<file path="config.mk">
export PLATFORM = sky130hd
export DESIGN_NAME = mul_acc_stage
export DESIGN_NICKNAME = d
export VERILOG_FILES = /design/src/rtl/mul_acc_stage.sv
export SDC_FILE = /design/constraint.sdc
export NUM_CORES = 2
export LEC_CHECK = 0
export CELL_PAD_IN_SITES_DETAIL_PLACEMENT = 1
export CELL_PAD_IN_SITES_GLOBAL_PLACEMENT = 1
export CORE_MARGIN = 4
export CORE_UTILIZATION = 46
export CTS_CLUSTER_SIZE = 40
export DETAILED_ROUTE_END_ITERATION = 10
export GPL_TIMING_DRIVEN = 0
export PLACE_DENSITY_LB_ADDON = 0.08
export SLEW_MARGIN = 10
export SYNTH_ARGS = -nofsm -noshare
export SYNTH_HDL_FRONTEND = slang
export SYNTH_HIERARCHICAL = 1
export SYNTH_SLANG_ARGS = --single-unit
</file>
<file path="constraint.sdc">
create_clock -name clk -period 10.94 [get_ports clk]
set_input_delay 2.188 -clock clk [delete_from_list [all_inputs] [get_ports clk]]
set_output_delay 2.188 -clock clk [all_outputs]
set_load 0.05 [all_outputs]
</file>
<file path="src/rtl/mul_acc_stage.sv">
`default_nettype none
// +----------------------------------------------------------------------------+
// | Module      : mul_acc_stage (with n_bit_mul)                               |
// | Description : Pipelined unsigned multiply-accumulate over packets with a   |
// |               valid/ready input and a held, handshaked result.            |
// | Revision    : 1.0 - initial release                                        |
// +----------------------------------------------------------------------------+

module n_bit_mul #(
    parameter int WIDTH = 32
) (
    input  logic [WIDTH-1:0]   a,
    input  logic [WIDTH-1:0]   b,
    output logic [2*WIDTH-1:0] p
);
    logic [2*WIDTH-1:0] w_pp [WIDTH];

    genvar gi;
    generate
        for (gi = 0; gi < WIDTH; gi++) begin : g_pp
            assign w_pp[gi] = b[gi] ? ({{WIDTH{1'b0}}, a} << gi) : '0;
        end
    endgenerate

    always_comb begin
        p = '0;
        for (int i = 0; i < WIDTH; i++) begin
            p = p + w_pp[i];
        end
    end
endmodule

module mul_acc_stage #(
    parameter  int BIT_DEPTH = 32,
    parameter  int ACC_GUARD = 8,
    localparam int ACC_W     = 2*BIT_DEPTH + ACC_GUARD
) (
    input  logic                 clk,
    input  logic                 rst_n,
    input  logic                 in_valid,
    output logic                 in_ready,
    input  logic [BIT_DEPTH-1:0] a,
    input  logic [BIT_DEPTH-1:0] b,
    input  logic                 in_last,
    output logic                 out_valid,
    input  logic                 out_ready,
    output logic [ACC_W-1:0]     out_sum,
    output logic [15:0]          out_count,
    output logic                 out_ovf
);
    localparam int PROD_W = 2*BIT_DEPTH;

    typedef enum logic [0:0] {
        ST_ACC  = 1'b0,
        ST_HOLD = 1'b1
    } state_t;

    state_t                 r_state;
    logic                   r_s1_valid;
    logic [BIT_DEPTH-1:0]   r_s1_a;
    logic [BIT_DEPTH-1:0]   r_s1_b;
    logic                   r_s1_last;
    logic [ACC_W-1:0]       r_acc;
    logic [15:0]            r_count;
    logic                   r_ovf;
    logic                   r_first;

    logic [PROD_W-1:0]      w_prod;
    logic [ACC_W-1:0]       w_acc_base;
    logic [ACC_W:0]         w_sum;
    logic                   w_ovf_next;
    logic [15:0]            w_count_next;
    logic                   w_accept;

    n_bit_mul #(
        .WIDTH (BIT_DEPTH)
    ) u_mul (
        .a (r_s1_a),
        .b (r_s1_b),
        .p (w_prod)
    );

    // Ready depends on state only, so upstream never sees a combinational loop.
    assign in_ready = (r_state == ST_ACC) && !(r_s1_valid && r_s1_last);
    assign w_accept = in_valid && in_ready;

    // First beat of a packet starts from zero so nothing stale is added.
    assign w_acc_base   = r_first ? '0 : r_acc;
    assign w_sum        = {1'b0, w_acc_base} + {{(ACC_W+1-PROD_W){1'b0}}, w_prod};
    assign w_ovf_next   = (r_first ? 1'b0 : r_ovf) | w_sum[ACC_W];
    assign w_count_next = r_first ? 16'd1 :
                          ((r_count == 16'hFFFF) ? r_count : r_count + 16'd1);

    always_ff @(posedge clk or negedge rst_n) begin
        if (!rst_n) begin
            r_state    <= ST_ACC;
            r_s1_valid <= 1'b0;
            r_s1_a     <= '0;
            r_s1_b     <= '0;
            r_s1_last  <= 1'b0;
            r_acc      <= '0;
            r_count    <= '0;
            r_ovf      <= 1'b0;
            r_first    <= 1'b1;
            out_valid  <= 1'b0;
            out_sum    <= '0;
            out_count  <= '0;
            out_ovf    <= 1'b0;
        end else begin
            r_s1_valid <= w_accept;
            if (w_accept) begin
                r_s1_a    <= a;
                r_s1_b    <= b;
                r_s1_last <= in_last;
            end

            if (r_s1_valid) begin
                r_acc   <= w_sum[ACC_W-1:0];
                r_count <= w_count_next;
                r_ovf   <= w_ovf_next;
                r_first <= r_s1_last;
            end

            case (r_state)
                ST_ACC: begin
                    if (r_s1_valid && r_s1_last) begin
                        out_sum   <= w_sum[ACC_W-1:0];
                        out_count <= w_count_next;
                        out_ovf   <= w_ovf_next;
                        out_valid <= 1'b1;
                        r_state   <= ST_HOLD;
                    end
                end
                ST_HOLD: begin
                    if (out_ready) begin
                        out_valid <= 1'b0;
                        r_first   <= 1'b1;
                        r_state   <= ST_ACC;
                    end
                end
                default: r_state <= ST_ACC;
            endcase
        end
    end
endmodule
`default_nettype wire

</file>
-- After elaboration in Yosys (flattened, before gate mapping)
Index checks and enable logic that the tools add are counted.
- reduce and logical (&&, ||, !) cells: 6
- $add $sub $neg: 33
- eq/ne operators: 3
- bitwise logic cells: 2
- muxes and demuxes: 45
- operators by type and width (kind ; number):
    $add A64 B64 Y64 ; 15
    $add A72 B64 Y73 ; 1
    $mux W72 ; 1
    $add A64 B48 Y64 ; 1
    $add A64 B49 Y64 ; 1
    $add A64 B50 Y64 ; 1
    $add A64 B51 Y64 ; 1
    $add A64 B52 Y64 ; 1
    $add A64 B53 Y64 ; 1
    $add A64 B54 Y64 ; 1
    $add A64 B55 Y64 ; 1
    $add A64 B56 Y64 ; 1
    $add A64 B57 Y64 ; 1
    $add A64 B58 Y64 ; 1
    $add A64 B59 Y64 ; 1
    $add A64 B60 Y64 ; 1
    $add A64 B61 Y64 ; 1
    $add A64 B62 Y64 ; 1
    $add A64 B63 Y64 ; 1
    $mux W63 ; 1
    $mux W62 ; 1
    $mux W61 ; 1
    $mux W60 ; 1
    $mux W59 ; 1
    other kinds (39) ; 51
- word-level logic and storage cells: 102
- register bits after elaboration: 247

-- Depth between registers and ports, before layout
- depth in word-level cells: 34
- gate-level depth with buffers: 50

-- By module
Netlist, hierarchy kept.
- modules (own cells, without submodules) (module ; times used ; area each (um2) ; seq. area each (um2) ; cells each):
    n_bit_mul ; 1 ; 32905.3 ; 0.0 ; 3732
    mul_acc_stage ; 1 ; 14072.2 ; 6182.2 ; 1457

-- Worst setup path after synthesis
No wires, ideal clock.
- path type: flip-flop to flip-flop
- start: register r_s1_a[1]
- end: register out_sum[70]
- library setup time: 82 ps
- path slack: 68 ps
- path buffers: 3
- clock period less this slack: 10872 ps
- arrival time: 10790 ps
- cell stages (with the launch flop): 46
- path through: dfrtp_1 > clkbuf_1 > and2_1 > ha_1 > fa_1 > a21oi_1 > o21ai_0 > o221ai_1 > o211a_1 > nor4_2 > a2111oi_2 > o41ai_2 > xnor2_1 > fa_1 > inv_1 > fa_1 > inv_1 > fa_1 > [10 not listed] > o211ai_1 > o21ai_0 > a41oi_2 > or4_1 > a31oi_1 > o21ai_1 > xnor2_1 > ha_1 > buf_2 > and3_1 > and3_1 > a221o_1 > a31oi_1 > a21boi_4 > o31ai_4 > a41o_4 > a311o_1 > a31oi_1
- word-level cells in the longest chain between the ends: 33
- elaborated cells on any way between the ends: 64
- ends and longest elaborated chain (element ; line ; source):
    start, declared ; 60 ; logic [BIT_DEPTH-1:0] r_s1_a;
    start signal, assigned ; 98 ; r_s1_a <= '0;
    start signal, assigned ; 112 ; r_s1_a <= a;
    $mux W32 / $mux W33 (equally long branches) ; 21 ; assign w_pp[gi] = b[gi] ? ({{WIDTH{1'b0}}, a} << gi) : '0;
    $add A64 B64 Y64 (15 in a row) ; 28 ; p = p + w_pp[i];
    $add A64 B48 Y64 ; 28 ;
    $add A64 B49 Y64 ; 28 ;
    $add A64 B50 Y64 ; 28 ;
    $add A64 B51 Y64 ; 28 ;
    $add A64 B52 Y64 ; 28 ;
    $add A64 B53 Y64 ; 28 ;
    [4 not listed] ; n/a ;
    $add A64 B58 Y64 ; 28 ;
    $add A64 B59 Y64 ; 28 ;
    $add A64 B60 Y64 ; 28 ;
    $add A64 B61 Y64 ; 28 ;
    $add A64 B62 Y64 ; 28 ;
    $add A64 B63 Y64 (*) ; 28 ;
    net w_prod[42] ; 68 ; logic [PROD_W-1:0] w_prod;
    $add A72 B64 Y73 (*) ; 89 ; assign w_sum = {1'b0, w_acc_base} + {{(ACC_W+1-PROD_W){1'b0}}, w_prod};
    end signal, assigned ; 127 ; out_sum <= w_sum[ACC_W-1:0];
    end, declared ; 47 ; output logic [ACC_W-1:0] out_sum,
The timed path passes the listed nets; every way through them passes the cells marked *.
A chain may end at the register's enable or synchronous reset.

-- Worst setup path in the final report
- start: register r_s1_a[8]
- end: register out_sum[70]
Same word-level chain as after synthesis.

==> run metrics <==
clock buffer count from CTS=36; CTS tree=built; highest clock rate=0.0894 GHz; post-synthesis cell type count=85; synth warn=6; failing checks=setup timing; largest net degree at the start of global routing=93; r2r setup slk=-0.25 ns; Worst-Margin Slew=1.43 ns; die span in x=328 um; Worst Path Required=11.44 ns; Syn Area/Cell=9.05 um2; unrepaired setup endpoints after global routing=true; most common cell after layout, fill and taps aside=nand2_1; RR Startpoint=r_s1_a[8]$_DFFE_PN0P_; Hold Path Stages=2; CTS root buffer=clkbuf_16; Post-Route WL=192000 um; status=complete, but fails checks; DR iter-0 viols=3046; syn_nets=6479; DR vias/cell=5.74; Synth Flop Type=dfrtp_1; r2r endpoint=out_sum[70]$_DFFE_PN0P_; area of the core=101000 um2; Max Slew Vio Count=0; max_cap viols=0; Final Skew=0.0436 ns; FF+latch area=6220 um2; cts hold-fix bufs=0; Worst-Skew Late Latency=0.63 ns; Port Buffer Count=159; Longest Clk Path Bufs=3; Register-to-Register Path Depth=45; clk sinks=247; post-synthesis cell count=5189; die area=107000 um2; total negative slack=-3.33 ns; setup violators final=26; GPL Wtd Cong=0.951; Final period util=1.02; GRT Util Overall=0.357; die height=328 um; synth-to-layout area growth=17.7%; clock period minus worst slack=11.19 ns; Slew headroom=0.0441; Largest stage delay, worst path=0.57 ns; flops & latches, synth=247; Initial Util=0.466; aggregate global routing overflow=0; min-delay src=r_acc[16]$_DFFE_PN0P_; Row Count=116; EDFF count, synth=0; final setup margin=-0.247 ns; Final Core Density=0.549; final hold vios=0; average wire per standard cell=27.8 um; post-route ant nets=0; async set or reset register ratio after synthesis=1.00; # IOs=160; commonest cells after routing, fill and taps aside=966 x nand2_1, 852 x fa_1, 807 x inv_1; Hold Path Class=register to register; Post-Syn Area=47000 um2; clock slew at reported path FFs=0.07 ns; vias=39600; Pre-Repair DR Iteration Count=5; area of the multi-input gates=38700 um2; sequential area share after synthesis=0.132; Critical Path AT=11.69 ns; Setup Crit Path Kind=register to register; first-pass GRT wire length=283000 um; Filler Cell Count=11500; fraction of layout cells with a size suffix above 1=0.129; Crit-path slowest cell=fa_2; CP startpoint kind=register; Critical Path End Type=register; H-tree depth=2; Hold EP=r_acc[16]$_DFFE_PN0P_; vias in the first global route=42800; drt drc=0; initial antenna violation count=27; crit-path max FO=6; DP Wirelength=154000 um; nets=6802; WHS=0.473 ns
-- flip-flops by register name, summed over array words and instances (netlist names) --
register / flops
r_ovf: 1
out_sum: 72
r_s1_last: 1
r_first: 1
out_count: 16
out_ovf: 1
r_s1_valid: 1
r_s1_a: 32
r_state: 1
r_s1_b: 32
out_valid: 1
r_count: 16
r_acc: 72
-- per-layer routing --
layer  up-vias  track usage  wire [um]
met3       412       0.0646      14000
met2      1515        0.574      89200
met4         6        0.160      10400
li1      16800            -          -
met5         -            0         39
met1     20900        0.474      78500
-- synthesized netlist by cell type (6+ instances only) --
master     instances  share of area
o21a_1            19         0.0030
mux2i_1            9         0.0019
xnor2_1           93          0.017
ha_1             346          0.092
nor2_1           107         0.0085
nand3_1           36         0.0038
o21bai_1          36         0.0058
or2_2             12         0.0016
a21oi_1          163          0.017
inv_1            818          0.065
mux2_2           112          0.027
dfrtp_1          246           0.13
a221oi_1           6         0.0011
and2_1           320          0.043
a31oi_1           23         0.0031
fa_1             875           0.37
nand2b_1          15         0.0020
o221ai_1           6         0.0011
o21ai_1           10         0.0011
nor2b_1           85          0.011
nor3_1            29         0.0031
o21ai_0          153          0.016
o211ai_1          11         0.0018
nand2_1          975          0.078
a21o_1            88          0.014
and3_1            17         0.0023
nor3b_1            6        0.00096
xor2_1            65          0.012
o31ai_1           19         0.0030
or3_1              8         0.0011
o2bb2ai_1         10         0.0019
clkbuf_1         275          0.022
buf_2             17         0.0018
a211oi_1          11         0.0018
nand4_1           55         0.0073
-- cell families after synthesis --
group,share of synthesized area
AOI/OAI and AO/OA,0.0885
muxes,0.0288
and+or+nand+nor,0.166
adders and majority gates,0.465
buffers and inverters,0.0906
DFF,0.132
xor gates and xnor gates,0.0295
-- worst max-delay path, delay by kind of cell, from the launching register on --
family / cells / cell delay (ns)
adder cells (fa/ha/maj): 11 / 4.56
buffers and inverters: 8 / 0.96
AND/OR/NAND/NOR: 5 / 1.00
AO/OA/AOI/OAI: 19 / 3.62
XOR/XNOR: 2 / 0.35
flip-flops: 1 / 0.54
-- stage by stage --
stage                     cells  instance area (um2)  setup slack, ns
after floorplan            5189                47000           0.0681
after global placement     6705                50300            -4.54
after detailed placement   6707                50300            -2.90
after CTS                  6848                53900          -0.0818
after global routing       6897                55300           -0.525
final                      6908                55300           -0.247
-- timing repair --
action	CTS	global route
pin swaps	145	108
cloned	0	1
endpoints found under the setup margin	94	69
gates resized for setup	346	216
setup buffers	91	59
-- how the worst max path moves through the flow --
stage,startpoint,endpoint,cells past startpoint
6_report,r_s1_a[8]$_DFFE_PN0P_,out_sum[70]$_DFFE_PN0P_,45
5_1_grt,r_s1_a[8]$_DFFE_PN0P_,out_sum[70]$_DFFE_PN0P_,46
4_1_cts,r_s1_a[8]$_DFFE_PN0P_,out_sum[70]$_DFFE_PN0P_,42
3_5_place_dp,r_s1_a[9]$_DFFE_PN0P_,r_acc[66]$_DFFE_PN0P_,46
3_3_place_gp,rst_n,out_sum[45]$_DFFE_PN0P_,1
2_1_floorplan,r_s1_a[1]$_DFFE_PN0P_,out_sum[70]$_DFFE_PN0P_,45
-- layout make-up --
type / count / area share
Multi-Input combinational cell: 3820 / 0.699
Sequential cell: 247 / 0.112
Inverter: 819 / 0.0556
Timing Repair Buffer: 311 / 0.0518
Tap cell: 1357 / 0.0307
Buffer: 277 / 0.0269
Clock buffer: 50 / 0.0183
Clock inverter: 16 / 0.00450
Antenna cell: 11 / 0.000498
Power is left out: the tool's default activity adds up to more than one toggle a clock period on the data nets, which glitch-free logic cannot reach.
